**config.mk**
```make
export PLATFORM = sky130hd
export DESIGN_NAME = dmem_lsu
export DESIGN_NICKNAME = d
export VERILOG_FILES = /design/src/rtl/dmem_lsu_pkg.sv /design/src/rtl/dmem_lsu_align.sv /design/src/rtl/dmem_lsu.sv
export SDC_FILE = /design/constraint.sdc
export NUM_CORES = 1
export LEC_CHECK = 0
export ABC_AREA = 1
export CAP_MARGIN = 10
export CORE_UTILIZATION = 55
export DETAILED_ROUTE_END_ITERATION = 16
export PLACE_DENSITY = 0.86
export SKIP_CTS_REPAIR_TIMING = 1
export SLEW_MARGIN = 40
export SYNTH_ARGS = -nofsm -noshare
export SYNTH_HDL_FRONTEND = slang
export SYNTH_SLANG_ARGS = --single-unit
```
**constraint.sdc**
```tcl
create_clock -name clk -period 3.3 [get_ports clk]
set_clock_uncertainty 0.15 [all_clocks]
set_input_delay 0.33 -clock clk [delete_from_list [all_inputs] [get_ports clk]]
set_output_delay 0.33 -clock clk [all_outputs]
set_load 0.1 [all_outputs]
```
**src/rtl/dmem_lsu_pkg.sv**
```systemverilog
// rtl/dmem_lsu_pkg.sv - shared encodings, FSM states and lane-mask helper for dmem_lsu
package dmem_lsu_pkg;

    localparam logic [1:0] SIZE_B = 2'd0;
    localparam logic [1:0] SIZE_H = 2'd1;
    localparam logic [1:0] SIZE_W = 2'd2;

    typedef enum logic [1:0] {
        IDLE = 2'd0,
        ACC0 = 2'd1,
        ACC1 = 2'd2,
        RESP = 2'd3
    } lsu_state_t;

    // 8-lane byte mask spanning two consecutive words: low nibble is the
    // first word, high nibble the second (non-zero only for split accesses).
    function automatic logic [7:0] lane_mask(input logic [1:0] size, input logic [1:0] off);
        logic [7:0] base;
        case (size)
            SIZE_B:  base = 8'h01;
            SIZE_H:  base = 8'h03;
            default: base = 8'h0F;
        endcase
        return base << off;
    endfunction

endpackage

```
**src/rtl/dmem_lsu_align.sv**
```systemverilog
// rtl/dmem_lsu_align.sv - combinational byte-lane logic: store rotation, lane mask, load shift/extend
//
// Ports:
//   wdata  in  32  right-justified store data
//   off    in  2   byte offset within the first word
//   size   in  2   access size (byte/half/word, 3 acts as word)
//   uns    in  1   zero-extend loads when set
//   lo     in  32  first memory word of the access
//   hi     in  24  low three bytes of the second word (top byte is never reachable)
//   din    out 32  store data rotated onto its byte lanes
//   mask   out 8   lane mask across {second word, first word}
//   rdata  out 32  aligned and extended load result
module dmem_lsu_align
    import dmem_lsu_pkg::*;
(
    input  logic [31:0] wdata,
    input  logic [1:0]  off,
    input  logic [1:0]  size,
    input  logic        uns,
    input  logic [31:0] lo,
    input  logic [23:0] hi,
    output logic [31:0] din,
    output logic [7:0]  mask,
    output logic [31:0] rdata
);

    logic [31:0] shifted;

    assign mask = lane_mask(size, off);

    always_comb begin
        din = wdata;
        case (off)
            2'd0: din = wdata;
            2'd1: din = {wdata[23:0], wdata[31:24]};
            2'd2: din = {wdata[15:0], wdata[31:16]};
            2'd3: din = {wdata[7:0],  wdata[31:8]};
            default: din = wdata;
        endcase
    end

    // {hi,lo} >> 8*off; an access ends at most at byte 6, so hi[31:24] is never needed.
    always_comb begin
        shifted = lo;
        case (off)
            2'd0: shifted = lo;
            2'd1: shifted = {hi[7:0],  lo[31:8]};
            2'd2: shifted = {hi[15:0], lo[31:16]};
            2'd3: shifted = {hi[23:0], lo[31:24]};
            default: shifted = lo;
        endcase
    end

    always_comb begin
        rdata = shifted;
        case (size)
            SIZE_B:  rdata = uns ? {24'h0, shifted[7:0]}  : {{24{shifted[7]}},  shifted[7:0]};
            SIZE_H:  rdata = uns ? {16'h0, shifted[15:0]} : {{16{shifted[15]}}, shifted[15:0]};
            default: rdata = shifted;
        endcase
    end

endmodule

```
**src/rtl/dmem_lsu.sv**
```systemverilog
// rtl/dmem_lsu.sv - load/store initiator with word-split handling for an async-read data memory
//
// Ports:
//   clk, rst                 clock, synchronous active-high reset
//   req_valid/req_ready      request handshake (ready only in IDLE)
//   req_we, req_size,
//   req_unsigned, req_addr,
//   req_wdata                request fields, sampled at the handshake
//   resp_valid, resp_rdata   one-cycle registered response
//   dmem_en, dmem_wbe,
//   dmem_addr, dmem_din      memory write/address port
//   dmem_dout                memory read data (combinational from dmem_addr)
module dmem_lsu
    import dmem_lsu_pkg::*;
#(
    parameter int DWIDTH = 32,
    parameter int AWIDTH = 10
) (
    input  logic              clk,
    input  logic              rst,
    input  logic              req_valid,
    output logic              req_ready,
    input  logic              req_we,
    input  logic [1:0]        req_size,
    input  logic              req_unsigned,
    input  logic [AWIDTH+1:0] req_addr,
    input  logic [DWIDTH-1:0] req_wdata,
    output logic              resp_valid,
    output logic [DWIDTH-1:0] resp_rdata,
    output logic              dmem_en,
    output logic [3:0]        dmem_wbe,
    output logic [AWIDTH-1:0] dmem_addr,
    output logic [DWIDTH-1:0] dmem_din,
    input  logic [DWIDTH-1:0] dmem_dout
);

    lsu_state_t        state_q, state_d;
    logic              we_q, we_d;
    logic [1:0]        size_q, size_d;
    logic              uns_q, uns_d;
    logic [1:0]        off_q, off_d;
    logic [AWIDTH-1:0] waddr_q, waddr_d;
    logic [31:0]       wdata_q, wdata_d;
    logic [31:0]       lo_q, lo_d;
    logic [23:0]       hi_q, hi_d;
    logic              resp_valid_q, resp_valid_d;
    logic [31:0]       resp_rdata_q, resp_rdata_d;

    logic [31:0] rot_din;
    logic [7:0]  mask;
    logic [31:0] ld_data;
    logic [31:0] lo_in;
    logic [23:0] hi_in;
    logic        split;
    logic        handshake;

    assign req_ready  = (state_q == IDLE) && !rst;
    assign handshake  = req_valid && req_ready;
    assign split      = |mask[7:4];
    assign resp_valid = resp_valid_q;
    assign resp_rdata = resp_rdata_q;

    // Forward the word being read this cycle so the response can be
    // registered on the same edge that ends the last access cycle.
    assign lo_in = (state_q == ACC0) ? dmem_dout : lo_q;
    assign hi_in = (state_q == ACC1) ? dmem_dout[23:0] : hi_q;

    dmem_lsu_align u_align (
        .wdata (wdata_q),
        .off   (off_q),
        .size  (size_q),
        .uns   (uns_q),
        .lo    (lo_in),
        .hi    (hi_in),
        .din   (rot_din),
        .mask  (mask),
        .rdata (ld_data)
    );

    always_ff @(posedge clk) begin
        if (rst) begin
            state_q      <= IDLE;
            we_q         <= 1'b0;
            size_q       <= SIZE_B;
            uns_q        <= 1'b0;
            off_q        <= 2'd0;
            waddr_q      <= '0;
            wdata_q      <= 32'h0;
            lo_q         <= 32'h0;
            hi_q         <= 24'h0;
            resp_valid_q <= 1'b0;
            resp_rdata_q <= 32'h0;
        end else begin
            state_q      <= state_d;
            we_q         <= we_d;
            size_q       <= size_d;
            uns_q        <= uns_d;
            off_q        <= off_d;
            waddr_q      <= waddr_d;
            wdata_q      <= wdata_d;
            lo_q         <= lo_d;
            hi_q         <= hi_d;
            resp_valid_q <= resp_valid_d;
            resp_rdata_q <= resp_rdata_d;
        end
    end

    always_comb begin
        state_d = state_q;
        case (state_q)
            IDLE:    if (handshake) state_d = ACC0;
            ACC0:    state_d = split ? ACC1 : RESP;
            ACC1:    state_d = RESP;
            RESP:    state_d = IDLE;
            default: state_d = IDLE;
        endcase
    end

    always_comb begin
        we_d         = we_q;
        size_d       = size_q;
        uns_d        = uns_q;
        off_d        = off_q;
        waddr_d      = waddr_q;
        wdata_d      = wdata_q;
        lo_d         = lo_q;
        hi_d         = hi_q;
        if (handshake) begin
            we_d    = req_we;
            size_d  = req_size;
            uns_d   = req_unsigned;
            off_d   = req_addr[1:0];
            waddr_d = req_addr[AWIDTH+1:2];
            wdata_d = req_wdata;
        end
        if (state_q == ACC0) lo_d = dmem_dout;
        if (state_q == ACC1) hi_d = dmem_dout[23:0];
        resp_valid_d = (state_d == RESP);
        resp_rdata_d = (state_d == RESP && !we_q) ? ld_data : 32'h0;
    end

    always_comb begin
        dmem_en   = 1'b0;
        dmem_wbe  = 4'h0;
        dmem_addr = '0;
        dmem_din  = '0;
        case (state_q)
            ACC0: begin
                dmem_en   = we_q && !rst;
                dmem_wbe  = we_q ? mask[3:0] : 4'h0;
                dmem_addr = waddr_q;
                dmem_din  = rot_din;
            end
            ACC1: begin
                dmem_en   = we_q && !rst;
                dmem_wbe  = we_q ? mask[7:4] : 4'h0;
                dmem_addr = waddr_q + AWIDTH'(1);
                dmem_din  = rot_din;
            end
            default: ;
        endcase
    end

endmodule
```
After elaboration in Yosys (flattened, before gate mapping):

Cells that the tools add are included.

* register bits after elaboration: 139

* add/subtract/negate cells: 1
* equality and inequality tests: 8
* shift operators: 1
* muxes and demuxes: 17
* bitwise gates (word level): 1
* reductions and logical operators: 12

Operator list (number)
* one-hot mux 32 bit (4 select lines): 2
* two-way mux 32 bit: 4
* one-hot mux 32 bit (2 select lines): 1
* two-way mux 24 bit: 1
* one-hot mux 10 bit (2 select lines): 1
* one-hot mux 4 bit (2 select lines): 2
* adder 10 x 1 -> 10 bit (second input constant): 1
* equality test 2 bit (second input constant): 5
* two-way mux 4 bit: 2
* one-hot mux 2 bit (4 select lines): 1
* << shifter 4 x 2 -> 8 bit: 1
* equality test 2 x 1 -> 1 bit (second input constant): 3
* zero test 2 bit: 3
* logical AND 1 bit: 4
* OR reduction 2 bit: 2
* OR reduction 4 bit: 1
* zero test 1 bit: 2
* two-way mux 1 bit: 2
* two-way mux 2 bit: 1
* inverter 1 bit: 1

Longest topological paths before layout:

* depth in word-level cells: 10
* mapped depth: 13
* gate-level depth less buffers: 12

Hierarchy:

Synthesis repeated with hierarchy kept, for this count alone.

* cells, all modules: 1219
* area total of the unflattened synthesis: 7594.8 µm²

Modules (own cells, without submodules)
* dmem_lsu: times used 1, cells each 779, area each 5607.9 µm², sequential area each 2782.7 µm²
* dmem_lsu_align: times used 1, cells each 440, area each 1986.9 µm², sequential area each 0.0 µm²

Worst setup path after synthesis:

No wires, ideal clock.

* path type: flip-flop to output port
* from: register state_q[0]
* to: output port dmem_addr[3]
* data arrival time: 3.551 ns
* path slack: -0.731 ns
* stages on the path, launching flop included: 8
* path buffers: 3
* cells stage by stage: dfxtp_1 > inv_1 > ha_1 > buf_2 > buf_2 > clkbuf_1 > nand2_1 > a221oi_1

* cells in the longest elaborated chain, start to end: 2
* elaborated cells between the ends (all ways): 3
* classes of those cells: eq/ne: 2; mux: 1

Ends and longest elaborated chain
* from (decl): line dmem_lsu.sv:37 `lsu_state_t state_q, state_d;`
* from (signal assigned): line dmem_lsu.sv:94 `state_q <= state_d;`
* equality test 2 bit / equality test 2 x 1 -> 1 bit (equally long branches): line dmem_lsu.sv:147 `case (state_q)`
* one-hot mux 10 bit (2 select lines) (*): line dmem_lsu.sv:147
* to (decl): line dmem_lsu.sv:32 `output logic [AWIDTH-1:0] dmem_addr,`

Mark *: on every way between the ends. The rest lies on a longest branch, timed or not.

Final worst setup path:

* from: register off_q[0]
* to: output port dmem_din[7]

* cells in the longest elaborated chain, start to end: 3
* elaborated cells between the ends (all ways): 6
* classes of those cells: eq/ne: 3; mux: 2; reduce/logical: 1

Ends and longest elaborated chain
* from (decl): line dmem_lsu.sv:41 `logic [1:0] off_q, off_d;`
* from (signal assigned): line dmem_lsu.sv:86 `off_q <= 2'd0;`
* from (signal assigned): line dmem_lsu.sv:98 `off_q <= off_d;`
* equality test 2 bit (tied with other cells): line dmem_lsu_align.sv:33 `case (off)`
* one-hot mux 32 bit (4 select lines) (*): line dmem_lsu_align.sv:33
* two-way mux 32 bit (*): line dmem_lsu.sv:147
* to (decl): line dmem_lsu.sv:33 `output logic [DWIDTH-1:0] dmem_din,`

Marks and branches as above.

==> run_results.csv <==
group,metric,value,unit
sta,hold_ws,211,ps
sta,setup_slack,327,ps
placed_design,placed_area,9260,um2
setup_path,r2r_end,"resp_rdata[31]$_SDFF_PP0_",
sta,fin_crit,2970,ps
synth,post_synth_num_cell_types,40,
final_layout,nets,1312,
floorplan,dieHeight,117,um
floorplan,die_area,13700,um2
floorplan,ioPinCount,164,
min_path,hold_path.class,"primary input to flop",
min_path,holdCritStartpoint,"rst",
setup_path,r2r_setup_slack,770,ps
floorplan,rows,41,
synth,ys_seq_elements,139,
global_route,use_met2,56.6,%
clock_tree,cts_tree,"built",
routing,wirelength,23400,um
placed_design,hpwl,15600,um
clock_tree,clock_latency,430,ps
global_route,grt_overflow,0,
global_route,grt_busiest_layer,"met2",
global_route,grt_pass1_wl,36400,um
final_layout,n_antenna_cell,0,
pwr,cellPowerDensity,961,nW/um2
routing,drt_iter0_markers,867,
placed_design,dpl_worst_slack,852,ps
synth,netlist.area_leader.share,38.1,%
final_layout,drive_gt1_share,12.8,%
synth,syn_inst,1103,
pwr,vdd_drop_max,0.000826,V
setup_path,crit_path_max_fanout,41,
synth,synth_seq_area_share,38.1,%
clock_tree,cts.reportedPaths.clkPinSlew,60,ps
final_layout,stdcell_area,9910,um2
floorplan,initial_core_util,57.2,%
routing,vias_per_cell,5.67,
setup_path,reg2reg_depth,11,
setup_path,crit_arrival,2490,ps
run_status,outcome,"finished, final reports clean",
global_route,grt_pass1_vias,7447,
clock_tree,numCtsBuffers,17,
sta,tightestPinTransition,856,ps
sta,setup_viol,0,
synth,synthesis.nets,1191,
global_route,grt_antenna_before_repair,0,
routing,dr.pass1.iters,9,
job,timing.max_cap.violations,0,
routing,vias,7988,
final_layout,fillers,886,
placed_design,gp_congestion,1.01,
final_layout,final_common_cell,"nand2_1",
pwr,p_leak,0.00424,uW
clock_tree,cts-root-buf,"clkbuf_16",
setup_path,cp-start-kind,"flop",
global_route,use_met1,40.7,%
routing,drc,0,
setup_path,critPathCaptureType,"primary output",
setup_path,crit_start,"off_q[0]$_SDFFE_PP0P_",
routing,drtAntennaViolNets,0,
synth,yosysWarnings,0,
sta,relSlewSlack,42.8,%
setup_path,cp_data_required_time,2820,ps
sta,drv_slew,0,
global_route,use_met3,9.37,%
sta,setup-tns-final,0,ps
routing,wl_per_cell,16.6,um
floorplan,core,12800,um2
global_route,track_usage,34.9,%
sta,period_share,90.1,%
final_layout,layout_common_cells,"nand2_1, inv_1, dfxtp_1",
final_layout,post-route-util,77.6,%
sta,grt_setup_unrepaired,"no",
setup_path,r2r-start,"state_q[0]$_SDFF_PP0_",
floorplan,die_w,117,um
placed_design,portBuffers,163,
clock_tree,cts_sinks,139,
clock_tree,cts_buffer_depth,2,
min_path,min_to,"hi_q[9]$_SDFF_PP0_",
min_path,min_delay_path_depth,2,
synth,synth_area_leaders,"dfxtp_1, nand2_1, o21ai_0",
setup_path,crit_type,"flop to primary output",
sta,hold_viol,0,
clock_tree,cts_max_level,4,
sta,fmaxAchievable,336,MHz
synth,synth_area,7310,um2
synth,synth_top_area_cell,"dfxtp_1",
global_route,grt_max_degree,95,
final_layout,area_growth,35.7,%
synth,synth_area_per_cell,6.62,um2
==> stage by stage <==
step           std cells  total power (uW)
2_1_floorplan       1103              5870
3_3_place_gp        1377              7310
3_5_place_dp        1377              7340
4_1_cts             1409              9480
5_1_grt             1409              9980
6_report            1409              9520
==> Yosys cell counts, drive strengths merged <==
master    n
mux2i     4
clkbuf   46
o22ai     1
nor2    108
nand4    14
nand3    44
a31oi     3
nand2   260
o31ai     1
a211oi    3
a21oi   110
a221oi   34
o221ai    1
nor3      1
buf      33
inv     146
o21bai    5
a22o      1
or2       2
o211ai    1
ha        5
dfxtp   139
o21ai   136
o32ai     1
and2      4
==> per-layer routing <==
layer / vias to the layer above / wire length, um
li1: 3812 / -
met1: 3595 / 9030
met2: 470 / 10800
met3: 111 / 2210
met4: 0 / 1320
met5: - / 0
==> area by class of cell <==
| cell class | count | area (um2) | area share (%) |
|---|---|---|---|
| multi-input cells | 739 | 3640 | 36.7 |
| flip-flops and latches | 139 | 2780 | 28.1 |
| repair buffers | 181 | 2080 | 20.9 |
| inverters | 146 | 548 | 5.53 |
| clock buffers | 21 | 460 | 4.64 |
| well taps | 172 | 215 | 2.17 |
| clock inverters | 11 | 191 | 1.93 |
==> report_power, final <==
group	switching [uW]	total, uW	internal [uW]
Combinational	3690	5200	1510
Clock	715	2090	1380
Sequential	202	2230	2030
==> cell families after synthesis <==
group,share of synthesized area (%)
buffers and inverters,12.7
adders and majority gates,0.856
DFF,38.1
and+or+nand+nor,24.9
AOI/OAI and AO/OA,22.9
muxes,0.548
==> worst max-delay path by stage <==
stage	endpoint	slack, ps
floorplan	dmem_addr[9]	6
global placement	dmem_din[31]	920
detailed placement	resp_rdata[31]$_SDFF_PP0_	850
CTS	dmem_din[3]	390
global route	dmem_din[7]	240
finish	dmem_din[7]	330
==> flip-flops by register name (all words and copies together) (netlist names) <==
| name | cells |
|---|---|
| hi_q | 24 |
| waddr_q | 10 |
| off_q | 2 |
| lo_q | 32 |
| state_q | 2 |
| uns_q | 1 |
| wdata_q | 32 |
| we_q | 1 |
| size_q | 2 |
| resp_valid | 1 |
| resp_rdata | 32 |
==> worst max-delay path, stage by stage, from the launching register on <==
cell      delay, ps
dfxtp_1         310
buf_4           300
nor2_4          740
a221oi_1        230
nor2_1          260
buf_12          210
No activity file was read; power rests on OpenSTA's default activity.
